===== src/rtl/embedding_packer.sv =====
// Streaming producer for the sign-magnitude dot-product datapath.
// Quantizes signed elements to a sign bit plus a saturated magnitude,
// packs up to N lanes per vector, and double-buffers completed vectors
// so collection continues while the consumer holds off.
module embedding_packer #(
  parameter int N     = 10,
  parameter int IN_W  = 8,
  parameter int SHIFT = 3,
  parameter int MAG_W = 4
) (
  input  logic                 clk,
  input  logic                 rst,
  input  logic [IN_W-1:0]      in_data,
  input  logic                 in_valid,
  input  logic                 in_last,
  output logic                 in_ready,
  output logic [N*MAG_W-1:0]   out_mag,
  output logic [N-1:0]         out_sign,
  output logic [3:0]           out_len,
  output logic                 out_sat,
  output logic                 out_valid,
  input  logic                 out_ready
);

  typedef enum logic {COLLECT, PENDING} state_t;

  localparam logic [3:0]  LAST_LANE = 4'(N - 1);
  localparam logic [IN_W:0] MAG_MAX = (IN_W + 1)'(2 ** MAG_W - 1);

  state_t               state;
  logic [3:0]           count;
  logic [N*MAG_W-1:0]   colMag;
  logic [N-1:0]         colSign;
  logic                 colSat;
  logic [3:0]           colLen;

  logic [N*MAG_W-1:0]   outMag;
  logic [N-1:0]         outSign;
  logic [3:0]           outLen;
  logic                 outSat;
  logic                 outValid;

  // Quantizer: magnitude is formed one bit wider so the most negative input
  // (-2^(IN_W-1)) has a representable absolute value.
  logic [IN_W:0]        extData;
  logic [IN_W:0]        absData;
  logic [IN_W:0]        shifted;
  logic                 qSat;
  logic [MAG_W-1:0]     qMag;

  assign extData = {in_data[IN_W-1], in_data};
  assign absData = in_data[IN_W-1] ? (~extData + (IN_W + 1)'(1)) : extData;
  assign shifted = absData >> SHIFT;
  assign qSat    = shifted > MAG_MAX;
  assign qMag    = qSat ? '1 : shifted[MAG_W-1:0];

  logic accept;
  logic xfer;
  logic slotFree;
  logic done;

  assign in_ready = (state == COLLECT) && !rst;
  assign accept   = in_valid && in_ready;
  assign xfer     = outValid && out_ready;
  assign slotFree = !outValid || out_ready;
  assign done     = accept && ((count == LAST_LANE) || in_last);

  logic [N*MAG_W-1:0]   nextMag;
  logic [N-1:0]         nextSign;
  logic                 nextSat;
  logic [3:0]           nextLen;

  // Merge the incoming element into the lane selected by the counter.
  always_comb begin
    // NOTE: every combinational output gets a default first, so no path
    // leaves it unassigned and no latch is inferred.
    nextMag  = colMag;
    nextSign = colSign;
    nextSat  = colSat | qSat;
    nextLen  = count + 4'd1;
    for (int i = 0; i < N; i++) begin
      if (count == 4'(i)) begin
        nextMag[i*MAG_W +: MAG_W] = qMag;
        nextSign[i]               = in_data[IN_W-1];
      end
    end
  end

  // Collection / pending control and the registered output slot.
  always_ff @(posedge clk) begin
    // NOTE: state is updated with non-blocking assignments so every register
    // samples pre-edge values and evaluation order does not matter.
    if (rst) begin
      state    <= COLLECT;
      count    <= '0;
      colMag   <= '0;
      colSign  <= '0;
      colSat   <= 1'b0;
      colLen   <= '0;
      outMag   <= '0;
      outSign  <= '0;
      outLen   <= '0;
      outSat   <= 1'b0;
      outValid <= 1'b0;
    end else begin
      case (state)
        COLLECT: begin
          if (xfer) outValid <= 1'b0;
          if (accept) begin
            if (done) begin
              count <= '0;
              if (slotFree) begin
                outMag   <= nextMag;
                outSign  <= nextSign;
                outSat   <= nextSat;
                outLen   <= nextLen;
                outValid <= 1'b1;
                colMag   <= '0;
                colSign  <= '0;
                colSat   <= 1'b0;
              end else begin
                colMag   <= nextMag;
                colSign  <= nextSign;
                colSat   <= nextSat;
                colLen   <= nextLen;
                state    <= PENDING;
              end
            end else begin
              colMag  <= nextMag;
              colSign <= nextSign;
              colSat  <= nextSat;
              count   <= nextLen;
            end
          end
        end
        PENDING: begin
          // Hand the parked vector over on the same edge as the transfer,
          // keeping out_valid high with no bubble.
          if (xfer) begin
            outMag  <= colMag;
            outSign <= colSign;
            outSat  <= colSat;
            outLen  <= colLen;
            colMag  <= '0;
            colSign <= '0;
            colSat  <= 1'b0;
            state   <= COLLECT;
          end
        end
        default: state <= COLLECT;
      endcase
    end
  end

  assign out_mag   = outMag;
  assign out_sign  = outSign;
  assign out_len   = outLen;
  assign out_sat   = outSat;
  assign out_valid = outValid;

endmodule

===== config.mk =====
export PLATFORM = sky130hd
export DESIGN_NAME = embedding_packer
export DESIGN_NICKNAME = d
export VERILOG_FILES = /design/src/rtl/embedding_packer.sv
export SDC_FILE = /design/constraint.sdc
export NUM_CORES = 1
export LEC_CHECK = 0
export CORE_MARGIN = 3
export CORE_UTILIZATION = 50
export DETAILED_ROUTE_END_ITERATION = 6
export PLACE_DENSITY_LB_ADDON = 0.08
export SKIP_CTS_REPAIR_TIMING = 1
export SYNTH_ARGS = -nofsm -noshare
export SYNTH_HDL_FRONTEND = slang
export SYNTH_SLANG_ARGS = --single-unit

===== constraint.sdc =====
create_clock -name clk -period 2 [get_ports clk]
set_clock_uncertainty 0.15 [all_clocks]
set_input_delay 0.5 -clock clk [delete_from_list [all_inputs] [get_ports clk]]
set_output_delay 0.5 -clock clk [all_outputs]
set_load 0.005 [all_outputs]

# == After elaboration in Yosys (flattened, before gate mapping) ==
# Index checks and enable logic that the tools add are counted.
# W data, S select, Z words.
# op_classes
n_addsub,2
n_lt_le_gt_ge,1
n_eq_ne,13
n_mux,67
bitwise_logic,4
n_reduce_logical,13
# ops
op,count
$mux W40,8
$pmux W40 S2,2
$mux W10,8
$mux W4,16
$pmux W10 S2,2
$mux W1,26
$eq A4 B3 Y1 const B,4
$add A9 B1 Y9 const B,1
$mux W9,1
$not A9 Y9,1
$eq A4 B2 Y1 const B,2
$eq A4 B4 Y1 const B,2
$pmux W4 S2,1
$reduce_and A4 Y1,2
$gt A6 B4 Y1 const B,1
$ne A2 B2 Y1 const B,3
$pmux W1 S2,3
$add A4 B1 Y4 const B,1
$eq A4 B1 Y1 const B,1
$logic_and A1 B1 Y1,4
$logic_not A4 Y1,1
$reduce_and A2 Y1,2
$logic_not A1 Y1,2
$logic_or A1 B1 Y1,2
3 further kinds,4
# word_totals
input_bits,13
reg_bits,116
wordCells,111

# == Longest topological paths before layout ==
# Gate-level depths: netlist of run 1.
# depth
depth_word,10
ltp_mapped,10
depth_no_buf,6

# == Least setup slack after synthesis of run 1 ==
# OpenSTA, ideal clock, no wires.
# synth_path
kind,register -> register
startpoint,reg count[1]
endpoint,"reg outMag[35], in the netlist out_mag[35]"
t_required_ns,1.705
stages_incl_launch_ff,11
slack_ns,-0.257
t_arrival_ns,1.962
synth_period_minus_slack_ns,2.257
cell_sequence,dfxtp_1 > inv_1 > ha_1 > buf_2 > and3b_1 > buf_2 > or3_4 > buf_2 > buf_1 > a21oi_1 > a311oi_2
# synth_between
elab_chain_cells,6
word_cells_on_any_way,11
# synth_rtl
element,line,text
from (decl),31,logic [3:0] count;
from (signal assigned),132,count <= nextLen;
$eq A4 B4 Y1,82,if (count == 4'(i)) begin
$mux W4,82,
$mux W40,112,if (slotFree) begin
$mux W40,110,if (done) begin
$mux W40,109,if (accept) begin
$pmux W40 S2,106,case (state)
to (signal assigned),113,outMag <= nextMag;
to (signal assigned),140,outMag <= colMag;
to (decl),37,logic [N*MAG_W-1:0] outMag;
# Parallel ways exist; a longest one is shown, timed or not. The select of a mux whose other input is x is not followed.
# A chain may end at the register's enable or synchronous reset.

# == Worst setup path after layout of run 1 ==
# layout_path
startpoint,reg count[1]
endpoint,"reg outLen[2], in the netlist out_len[2]"
# layout_between
elab_chain_cells,5
word_cells_on_any_way,10
# layout_rtl
element,line,text
$add A4 B1 Y4 / $eq A4 B4 Y1 (equally long branches),"80, 66",
$mux W4 / $logic_or A1 B1 Y1 (equally long branches),"112, 66",
$mux W4 / $logic_and A1 B1 Y1 (equally long branches),"110, 66",
$mux W4 / $ne A2 B2 Y1 (equally long branches),-,
$pmux W4 S2 / $reduce_and A4 Y1 (equally long branches),-,
to (signal assigned),116,outLen <= nextLen;
to (signal assigned),143,outLen <= colLen;
to (decl),39,logic [3:0] outLen;
# Parallel ways exist; a longest one is shown, timed or not. The select of a mux whose other input is x is not followed.

==> metrics.txt, run 1 <==
run status=complete, but fails checks; violated checks=negative setup slack; CP startpoint kind=register; total gr overflow=0; CTS Buffer Depth=2; final net count=787; per-cell via count in the routed design=6.27; die area=12100 µm²; I/O pins=70; async set or reset register ratio after synthesis=0; post-detailed-route DRC marker count=0; worst r2r path cells=8; Port Buf Inserts=69; number of antenna violations at the first check in global routing=0; Netlist Area Pre-Place=5390 µm²; Final Routed Wirelength=19.8 mm; final hold violations=0; most frequently used flop master after synthesis=sky130_fd_sc_hd__dfxtp_1; Power Total=6.82 mW; worst hold-check path type=primary input to register; average wire length per cell after detail routing=21.5 µm; switching part of the total=0.261; synth unique cells=60; largest fanout on the critical path=22; per-instance average area after synthesis=8.70 µm²; final setup violation count=37; combinational share of power=0.147; clock share of power=0.493; post-synthesis sequential area ratio=0.431; TritonCTS Buffers=17; classification of the worst setup path=register to register; Max H-tree Level=4; worst skew pair latency=0.52 ns; post-DP HPWL=12.0 mm; count of max-cap constraint violations=0; worst slew margin relative to its limit=0.623; routed via count=5760; sequential share of power=0.360; Cell Rows=37; remaining antenna violation count=0; Die Y=110 µm; worst voltage drop across the vdd grid=0.534 mV; first-pass iteration count of the detailed router=5; Syn Inst Count=619; Yosys warning count=0; number of stages on the worst hold path=3; post-CTS clock slew at the launch and capture registers of the worst setup and hold paths=0.06 ns; setup total negative slack=-0.690 ns; most common cell after layout, fill and taps aside=sky130_fd_sc_hd__dfxtp_1; total power density per cell area=811 nW/µm²; number of cells in the finished layout apart from fillers=919; number of register bits inferred by synthesis=116; pins over their slew limit=0; Initial Utilization=0.517; number of nets produced by synthesis=636; placed cells=872; combined global-route utilization of all metal layers=0.298; EDFF count, synth=0; area added between synthesis and finish=56.1%; period utilization=1.03; Horiz. Die Dim=110 µm; net load switching power=1.78 mW; number of global-route vias before repair=5386; number of clock sinks=116; transition time at the pin with the least slew margin=0.563 ns; maximum number of pins on one net before global-route repair=34; CTS tree=yes; Worst Setup Slack, final=-0.0539 ns; highest clock rate=487 MHz; Critical Path End Type=register; drt initial violations=591; count of inserted antenna diode cells=0; static leakage power=3.81 nW; wire length of the first global-routing pass=27.7 mm; post-layout min period=2.05 ns; setup repair after global routing missed its margin=true; fraction of final layout cells sized beyond drive strength 1=0.378; Arrival @ worst endpoint=2.34 ns; Core ar.=10400 µm²; Int Pwr=5.04 mW; data required time of the critical path=2.28 ns; global placer's final weighted congestion=0.965; highest-count cells in the layout ignoring fill and taps=sky130_fd_sc_hd__dfxtp_1 (101), sky130_fd_sc_hd__buf_4 (96), sky130_fd_sc_hd__nand2_1 (67); Root Buffer Master=sky130_fd_sc_hd__clkbuf_8
==> area by class of cell <==
type | instances | area [µm²]
Clock inverter | 14 | 225
Clock buffer | 18 | 418
Tap cell | 136 | 170
Multi-Input combinational cell | 395 | 3100
Fill cell | 608 | 2010
Inverter | 52 | 195
Sequential cell | 116 | 2340
Timing Repair Buffer | 188 | 1960
==> path summary, 6_finish.rpt <==
kind | startpoint | to | slack [ns]
min | rst | colLen[0]$_SDFFE_PP0P_ | 0.18
max | count[1]$_SDFFE_PP0P_ | out_len[2]$_SDFFE_PP0P_ | -0.05
max reg2reg | count[1]$_SDFFE_PP0P_ | out_len[2]$_SDFFE_PP0P_ | -0.05
min reg2reg | colMag[29]$_SDFFE_PP0P_ | colMag[29]$_SDFFE_PP0P_ | 0.31
==> logic make-up (layout without fill, tap and decap cells) <==
group / count (synthesis) / in the layout / synth area share
AND/OR/NAND/NOR: 148 / 148 / 0.133
multiplexers: 7 / 7 / 0.0135
adder cells (fa/ha/maj): 4 / 4 / 0.00929
XOR/XNOR: 3 / 3 / 0.00488
buffers and inverters: 108 / 272 / 0.0890
flip-flops: 116 / 116 / 0.431
AO/OA/AOI/OAI: 233 / 233 / 0.320
==> cells in the mapped netlist, drive strengths merged, types with 2 or more instances <==
library cell    n  area (µm²)
dfxtp         116        2320
a21oi          78         402
nand2          70         263
inv            52         195
a311oi         37         405
buf            30         186
o22ai          30         188
nor2           27         101
clkbuf         26        97.6
a211oi         19         158
a31oi          18         113
nand3          16        85.1
o32ai          16         140
o211ai         12         109
o21ai           7        35.0
and2            6        40.0
mux2i           5        50.1
nor3            5        30.0
ha              4        50.1
nand2b          4        25.0
o2bb2ai         4        35.0
nand3b          3        22.5
nor2b           3        18.8
nor4bb          3        30.0
mux2            2        22.5
nor3b           2        20.0
o2111ai         2        35.0
o21bai          2        18.8
or4             2        15.0
xnor2           2        17.5
==> flip-flops by register name, summed over array words and instances (netlist names) <==
name and flops:
out_mag 40, out_valid 1, out_len 4, colSat 1, colLen 4, count 4, colSign 10, out_sign 10
colMag 40, out_sat 1, state 1
==> power groups by stage <==
stage | clock network, mW | registers (mW) | logic, mW
2_1_floorplan | 0 | 2.50 | 0.453
3_3_place_gp | 0 | 2.49 | 0.841
3_5_place_dp | 0 | 2.50 | 0.858
4_1_cts | 3.36 | 2.45 | 0.865
5_1_grt | 3.46 | 2.46 | 1.06
6_report | 3.36 | 2.46 | 1.01
==> metal layers <==
| metal | vias up | share of wire | track usage |
|---|---|---|---|
| li1 | 2585 | - | - |
| met1 | 2791 | 0.40 | 0.383 |
| met2 | 326 | 0.48 | 0.480 |
| met3 | 58 | 0.088 | 0.0775 |
| met4 | 0 | 0.035 | 0.112 |
| met5 | - | 0 | 0 |
==> through the flow <==
stage	hold slack (ns)	worst slack [ns]	util	area, µm²
2_1_floorplan	0.276	-0.126	-	5660
3_3_place_gp	0.291	-0.705	0.673	7010
3_5_place_dp	0.294	-0.684	0.673	7010
4_1_cts	0.169	-0.384	0.734	7650
5_1_grt	0.202	-0.104	0.807	8410
6_report	0.182	-0.0539	0.807	8410
==> critical path, cell delays in order (launching register included) <==
cell and delay, ns:
sky130_fd_sc_hd__dfxtp_2 0.33, sky130_fd_sc_hd__inv_2 0.05, sky130_fd_sc_hd__ha_4 0.15, sky130_fd_sc_hd__and3b_2 0.24, sky130_fd_sc_hd__or3_4 0.39, sky130_fd_sc_hd__buf_4 0.16, sky130_fd_sc_hd__buf_12 0.16, sky130_fd_sc_hd__a21bo_2 0.20
sky130_fd_sc_hd__a21oi_1 0.14
No activity file was read; power rests on OpenSTA's default activity.
==> inputs of run 2 (changes only) <==
--- a/config.mk
+++ b/config.mk
@@ -5,8 +5,7 @@
 export SDC_FILE = /design/constraint.sdc
 export NUM_CORES = 1
 export LEC_CHECK = 0
-export CORE_MARGIN = 3
-export CORE_UTILIZATION = 50
+export CORE_UTILIZATION = 30
 export DETAILED_ROUTE_END_ITERATION = 6
 export PLACE_DENSITY_LB_ADDON = 0.08
 export SKIP_CTS_REPAIR_TIMING = 1
==> metrics.txt, run 2 (synthesis results as in run 1) <==
CTS tree=yes (unchanged); setup total negative slack=-0.0197 ns (was -0.690 ns); Worst setup endpoint=out_mag[3]$_SDFFE_PP0P_ (was out_len[2]$_SDFFE_PP0P_); transition time at the pin with the least slew margin=0.431 ns (was 0.563 ns); sequence of cells on the critical path=inv_2 -> ha_4 -> and3b_2 -> or3_4 -> and2_4 -> clkbuf_16 -> a311oi_2 (was inv_2 -> ha_4 -> and3b_2 -> or3_4 -> buf_4 -> buf_12 -> a21bo_2 -> a21oi_1); count of inserted antenna diode cells=0 (unchanged); CTS Buffer Depth=2 (unchanged); number of fill cells=1665 (was 608); Die Y=136 µm (was 110 µm); wire length of the first global-routing pass=27.9 mm (was 27.7 mm); final hold violations=0 (unchanged); worst hold-check path type=register to register (was primary input to register); placed cells=970 (was 872); post-CTS clock slew at the launch and capture registers of the worst setup and hold paths=0.06 ns (about the same); Port Buf Inserts=69 (unchanged); end of the worst register-to-register path=out_mag[3]$_SDFFE_PP0P_ (was out_len[2]$_SDFFE_PP0P_); Cell Area, Placed=7270 µm² (was 7010 µm²); most common cell after layout, fill and taps aside=sky130_fd_sc_hd__dfxtp_1 (unchanged); highest clock rate=497 MHz (was 487 MHz); violated checks=negative setup slack (unchanged); die area=18500 µm² (was 12100 µm²); post-layout min period=2.01 ns (was 2.05 ns); per-cell via count in the routed design=5.27 (was 6.27); Max H-tree Level=4 (unchanged); Place WS=-0.707 ns (was -0.684 ns); worst voltage drop across the vdd grid=0.593 mV (was 0.534 mV); Cell Rows=48 (was 37); beginning of the critical path=count[1]$_SDFFE_PP0P_ (unchanged); maximum number of pins on one net before global-route repair=29 (was 34); worst r2r path cells=7 (was 8); total gr overflow=0 (unchanged); number of clock sinks=116 (unchanged); highest-count cells in the layout ignoring fill and taps=sky130_fd_sc_hd__dfxtp_1 (111), sky130_fd_sc_hd__buf_4 (98), sky130_fd_sc_hd__nand2_1 (66) (was sky130_fd_sc_hd__dfxtp_1 (101), sky130_fd_sc_hd__buf_4 (96), sky130_fd_sc_hd__nand2_1 (67)); TritonCTS Buffers=17 (unchanged); static leakage power=2.98 nW (was 3.81 nW); total power density per cell area=802 nW/µm² (was 811 nW/µm²); Horiz. Die Dim=136 µm (was 110 µm); I/O pins=70 (unchanged); worst skew pair latency=0.42 ns (was 0.52 ns); final net count=796 (was 787); post-detailed-route DRC marker count=0 (unchanged); fraction of the core area covered by cells at the end of the flow=0.494 (was 0.807); post-DP HPWL=13.4 mm (was 12.0 mm); worst slew margin relative to its limit=0.712 (was 0.623); pins over their slew limit=0 (unchanged); remaining antenna violation count=0 (unchanged); run status=complete, but fails checks (unchanged); Critical Path Max Stage Delay=0.38 ns (was 0.39 ns); number of cells in the finished layout apart from fillers=1017 (was 919); routed via count=5361 (was 5760); master of the slowest instance on the critical path=sky130_fd_sc_hd__or3_4 (unchanged); cell family with the largest share of critical-path delay=simple AND/OR/NAND/NOR gates (unchanged); Core ar.=17400 µm² (was 10400 µm²); Initial Utilization=0.309 (was 0.517); fraction of final layout cells sized beyond drive strength 1=0.381 (was 0.378); total number of cells along the worst setup path=7 (was 8); final setup violation count=3 (was 37); Critical R2R Launch=count[1]$_SDFFE_PP0P_ (unchanged); Root Buffer Master=sky130_fd_sc_hd__clkbuf_16 (was sky130_fd_sc_hd__clkbuf_8); number of antenna violations at the first check in global routing=0 (unchanged); sequential cell area=2330 µm² (was 2340 µm²); Final Routed Wirelength=19.3 mm (was 19.8 mm); cell area after layout=8600 µm² (was 8410 µm²); global placer's final weighted congestion=0.814 (was 0.965); worst hold-check slack=0.305 ns (was 0.182 ns); Worst Setup Slack, final=-0.0125 ns (was -0.0539 ns); CP startpoint kind=register (unchanged); drt initial violations=315 (was 591); count of max-cap constraint violations=0 (unchanged); Arrival @ worst endpoint=2.19 ns (was 2.34 ns); average wire length per cell after detail routing=19.0 µm (was 21.5 µm); largest fanout on the critical path=6 (was 22); setup repair after global routing missed its margin=true (unchanged); classification of the worst setup path=register to register (unchanged); Power Total=6.90 mW (was 6.82 mW); number of global-route vias before repair=5083 (was 5386); Critical Path End Type=register (unchanged); area of the multi-input gates=3160 µm² (was 3100 µm²); register-to-register setup slack=-0.01 ns (was -0.05 ns); first-pass iteration count of the detailed router=5 (unchanged); period utilization=1.01 (was 1.03); data required time of the critical path=2.18 ns (was 2.28 ns); combined global-route utilization of all metal layers=0.203 (was 0.298); CP bufs+invs=2 (was 3); area added between synthesis and finish=59.7% (was 56.1%)
run 2: cell types whose count changed in the layout (fill, tap and decap cells not counted), sizes merged, moves of 3 or more:
cell	previous run	this run
dlymetal6s2s	63	4
clkdlybuf4s50	4	58
clkbuf	23	33
buf	116	125
clkinvlp	3	0
inv	55	52
run 2: how the worst min path moves through the flow:
stage                            startpoint                 endpoint  slack, ns  depth (start not counted)
finish              colMag[14]$_SDFFE_PP0P_  colMag[14]$_SDFFE_PP0P_       0.31                          2
global route        colMag[14]$_SDFFE_PP0P_  colMag[14]$_SDFFE_PP0P_       0.32                          2
CTS                 colMag[14]$_SDFFE_PP0P_  colMag[14]$_SDFFE_PP0P_       0.31                          2
detailed placement  colMag[18]$_SDFFE_PP0P_  colMag[18]$_SDFFE_PP0P_       0.30                          2
global placement    colMag[38]$_SDFFE_PP0P_  colMag[38]$_SDFFE_PP0P_       0.29                          1
floorplan           colMag[36]$_SDFFE_PP0P_  colMag[36]$_SDFFE_PP0P_       0.28                          1
run 2: worst min-delay path, delay by kind of cell, from the launching register on:
family	cells	cell delay, ns
buffers and inverters	1	0.05
flip-flops	1	0.31
AO/OA/AOI/OAI	1	0.05
run 2: final cells by class:
type	count	share of cell area
clock buffers	23	0.0556
clock inverters	9	0.0202
inverters	52	0.0227
multi-input cells	395	0.368
flip-flops and latches	116	0.271
well taps	225	0.0327
repair buffers	197	0.230
run 2: report_power, final:
group	internal, mW	switching [mW]	total, mW
clock	2.30	1.08	3.38
sequential	2.40	0.0524	2.45
combinational	0.537	0.532	1.07
run 2: metal layers:
layer | GRT usage | vias to the layer above | part of all wire
li1 | - | 2609 | -
met3 | 0.0429 | 18 | 0.064
met5 | 0 | - | 0
met1 | 0.273 | 2589 | 0.45
met2 | 0.313 | 145 | 0.47
met4 | 0.0840 | 0 | 0.015
==> inputs of run 3 (changes only) <==
--- a/config.mk
+++ b/config.mk
@@ -7,6 +7,7 @@
 export LEC_CHECK = 0
 export CORE_UTILIZATION = 30
 export DETAILED_ROUTE_END_ITERATION = 6
+export DONT_BUFFER_PORTS = 1
 export PLACE_DENSITY_LB_ADDON = 0.08
 export SKIP_CTS_REPAIR_TIMING = 1
 export SYNTH_ARGS = -nofsm -noshare
==> metrics.txt, run 3 (synthesis results as in run 1) <==
total power density per cell area=898 nW/µm² (was 802 nW/µm²); Arrival @ worst endpoint=2.21 ns (was 2.19 ns); average wire length per cell after detail routing=21.4 µm (was 19.0 µm); number of antenna violations at the first check in global routing=0 (unchanged); largest fanout on the critical path=14 (was 6); worst hold-check slack=-0.00310 ns (was 0.305 ns); highest-count cells in the layout ignoring fill and taps=sky130_fd_sc_hd__dfxtp_1 (115), sky130_fd_sc_hd__buf_4 (76), sky130_fd_sc_hd__nand2_1 (67) (was sky130_fd_sc_hd__dfxtp_1 (111), sky130_fd_sc_hd__buf_4 (98), sky130_fd_sc_hd__nand2_1 (66)); maximum number of pins on one net before global-route repair=79 (was 29); remaining antenna violation count=0 (unchanged); Core ar.=17400 µm² (unchanged); number of global-route vias before repair=4945 (was 5083); startpoint of the tightest hold check path=rst (was colMag[14]$_SDFFE_PP0P_); most common cell after layout, fill and taps aside=sky130_fd_sc_hd__dfxtp_1 (unchanged); count of max-cap constraint violations=0 (unchanged); static leakage power=2.40 nW (was 2.98 nW); post-detailed-route DRC marker count=0 (unchanged); run status=complete, but fails checks (unchanged); data required time of the critical path=2.18 ns (about the same); Die Y=136 µm (unchanged); Root Buffer Master=sky130_fd_sc_hd__clkbuf_16 (unchanged); Horiz. Die Dim=136 µm (unchanged); worst skew pair latency=0.42 ns (about the same); worst voltage drop across the vdd grid=0.602 mV (was 0.593 mV); Int Pwr=5.00 mW (was 5.24 mW); number of clock sinks=116 (unchanged); per-cell via count in the routed design=5.49 (was 5.27); setup total negative slack=-0.0343 ns (was -0.0197 ns); I/O pins=70 (unchanged); violated checks=negative hold slack, negative setup slack (was negative setup slack); net load switching power=1.55 mW (was 1.66 mW); period utilization=1.01 (about the same); area added between synthesis and finish=35.6% (was 59.7%); TritonCTS Buffers=17 (unchanged); Final Routed Wirelength=19.5 mm (was 19.3 mm); CTS tree=yes (unchanged); Hold Path End=out_sign[3]$_SDFFE_PP0P_ (was colMag[14]$_SDFFE_PP0P_); setup repair after global routing missed its margin=true (unchanged); wire length of the first global-routing pass=28.3 mm (was 27.9 mm); final net count=689 (was 796); placed cells=870 (was 970); combinational share of power=0.107 (was 0.155); transition time at the pin with the least slew margin=0.509 ns (was 0.431 ns); pins over their slew limit=0 (unchanged); combined global-route utilization of all metal layers=0.207 (was 0.203); post-CTS clock slew at the launch and capture registers of the worst setup and hold paths=0.06 ns (about the same); final setup violation count=5 (was 3); total gr overflow=0 (unchanged); switching part of the total=0.237 (was 0.241); first-pass iteration count of the detailed router=6 (was 5); Port Buf Inserts=0 (was 69); routed via count=4992 (was 5361); Max H-tree Level=4 (unchanged); end of the worst register-to-register path=out_mag[29]$_SDFFE_PP0P_ (was out_mag[3]$_SDFFE_PP0P_); drt initial violations=261 (was 315); Place WS=-0.251 ns (was -0.707 ns); die area=18500 µm² (unchanged); highest clock rate=494 MHz (was 497 MHz); number of stages on the worst hold path=1 (was 2); post-DP HPWL=12.8 mm (was 13.4 mm); worst slew margin relative to its limit=0.659 (was 0.712); final hold violations=3 (was 0); count of inserted antenna diode cells=0 (unchanged); number of fill cells=1762 (was 1665); clock share of power=0.516 (was 0.490); sequential share of power=0.377 (was 0.355); CP startpoint kind=register (unchanged); Initial Utilization=0.309 (unchanged); fraction of final layout cells sized beyond drive strength 1=0.333 (was 0.381); CTS Buffer Depth=2 (unchanged); global placer's final weighted congestion=0.843 (was 0.814); post-layout min period=2.02 ns (was 2.01 ns); Cell Rows=48 (unchanged); classification of the worst setup path=register to register (unchanged); Critical Path End Type=register (unchanged); Power Total=6.56 mW (was 6.90 mW); Critical R2R Launch=count[1]$_SDFFE_PP0P_ (unchanged); worst hold-check path type=primary input to register (was register to register); number of cells in the finished layout apart from fillers=909 (was 1017); register-to-register setup slack=-0.02 ns (was -0.01 ns); Worst Setup Slack, final=-0.0227 ns (was -0.0125 ns); worst r2r path cells=7 (unchanged)
run 3: changes by cell type in the layout (fill, tap and decap cells not counted), moves of 6 or more:
cell | previous run | this run
sky130_fd_sc_hd__clkdlybuf4s50_1 | 58 | 0
sky130_fd_sc_hd__a21oi_2 | 33 | 23
sky130_fd_sc_hd__buf_6 | 9 | 2
sky130_fd_sc_hd__buf_12 | 16 | 8
sky130_fd_sc_hd__o32ai_1 | 10 | 16
sky130_fd_sc_hd__buf_4 | 98 | 76
sky130_fd_sc_hd__o22ai_2 | 7 | 0
sky130_fd_sc_hd__o32ai_2 | 6 | 0
sky130_fd_sc_hd__a21oi_1 | 45 | 54
sky130_fd_sc_hd__o22ai_1 | 23 | 30
run 3: routing by layer:
layer	GRT usage	wire length [µm]	part of all wire	vias to the layer above
met4	0.0704	344	0.018	0
met2	0.326	9180	0.47	124
li1	-	-	-	2402
met5	0	0	0	-
met3	0.0529	1100	0.057	21
met1	0.274	8850	0.45	2445
run 3: power by group through the flow:
stage	clock, mW	sequential [mW]	combinational, mW
after floorplan	0	2.50	0.453
after global placement	0	2.52	0.610
after detailed placement	0	2.52	0.620
after CTS	3.45	2.47	0.621
after global routing	3.57	2.48	0.747
final	3.38	2.47	0.699
run 3: final cells by class:
| type | instances | area [µm²] | share of cell area |
|---|---|---|---|
| clock buffers | 23 | 478 | 0.0654 |
| clock inverters | 8 | 173 | 0.0236 |
| inverters | 52 | 195 | 0.0267 |
| multi-input cells | 395 | 3000 | 0.411 |
| flip-flops and latches | 116 | 2320 | 0.318 |
| well taps | 225 | 282 | 0.0385 |
| repair buffers | 90 | 853 | 0.117 |
run 3: critical path, cell delays in order (launching register included):
cell and delay [ns]:
sky130_fd_sc_hd__dfxtp_2 0.33, sky130_fd_sc_hd__inv_2 0.04, sky130_fd_sc_hd__ha_4 0.15, sky130_fd_sc_hd__and3b_2 0.23, sky130_fd_sc_hd__or3_4 0.37, sky130_fd_sc_hd__and2_4 0.23
sky130_fd_sc_hd__clkbuf_16 0.21, sky130_fd_sc_hd__a311oi_1 0.21
run 3: per-stage QoR:
| stage | cell area, µm² | hold WS [ns] | util |
|---|---|---|---|
| floorplan | 5660 | 0.276 | - |
| global placement | 6270 | 0.290 | 0.360 |
| detailed placement | 6270 | 0.294 | 0.360 |
| CTS | 6920 | -0.0168 | 0.397 |
| global route | 7300 | -0.0249 | 0.419 |
| finish | 7300 | -0.00310 | 0.419 |
run 3: how the worst max path moves through the flow:
stage                      startpoint                       end  slack, ns  cells past startpoint
2_1_floorplan   count[1]$_SDFFE_PP0P_  out_mag[14]$_SDFFE_PP0P_      -0.13                     10
3_3_place_gp               in_data[3]    colMag[4]$_SDFFE_PP0P_      -0.22                      4
3_5_place_dp               in_data[3]   out_mag[2]$_SDFFE_PP0P_      -0.25                      6
4_1_cts        out_valid$_SDFFE_PP0N_   colMag[29]$_SDFFE_PP0P_      -0.12                      5
5_1_grt         count[1]$_SDFFE_PP0P_  out_mag[22]$_SDFFE_PP0P_      -0.06                      7
6_report        count[1]$_SDFFE_PP0P_  out_mag[29]$_SDFFE_PP0P_      -0.02                      7
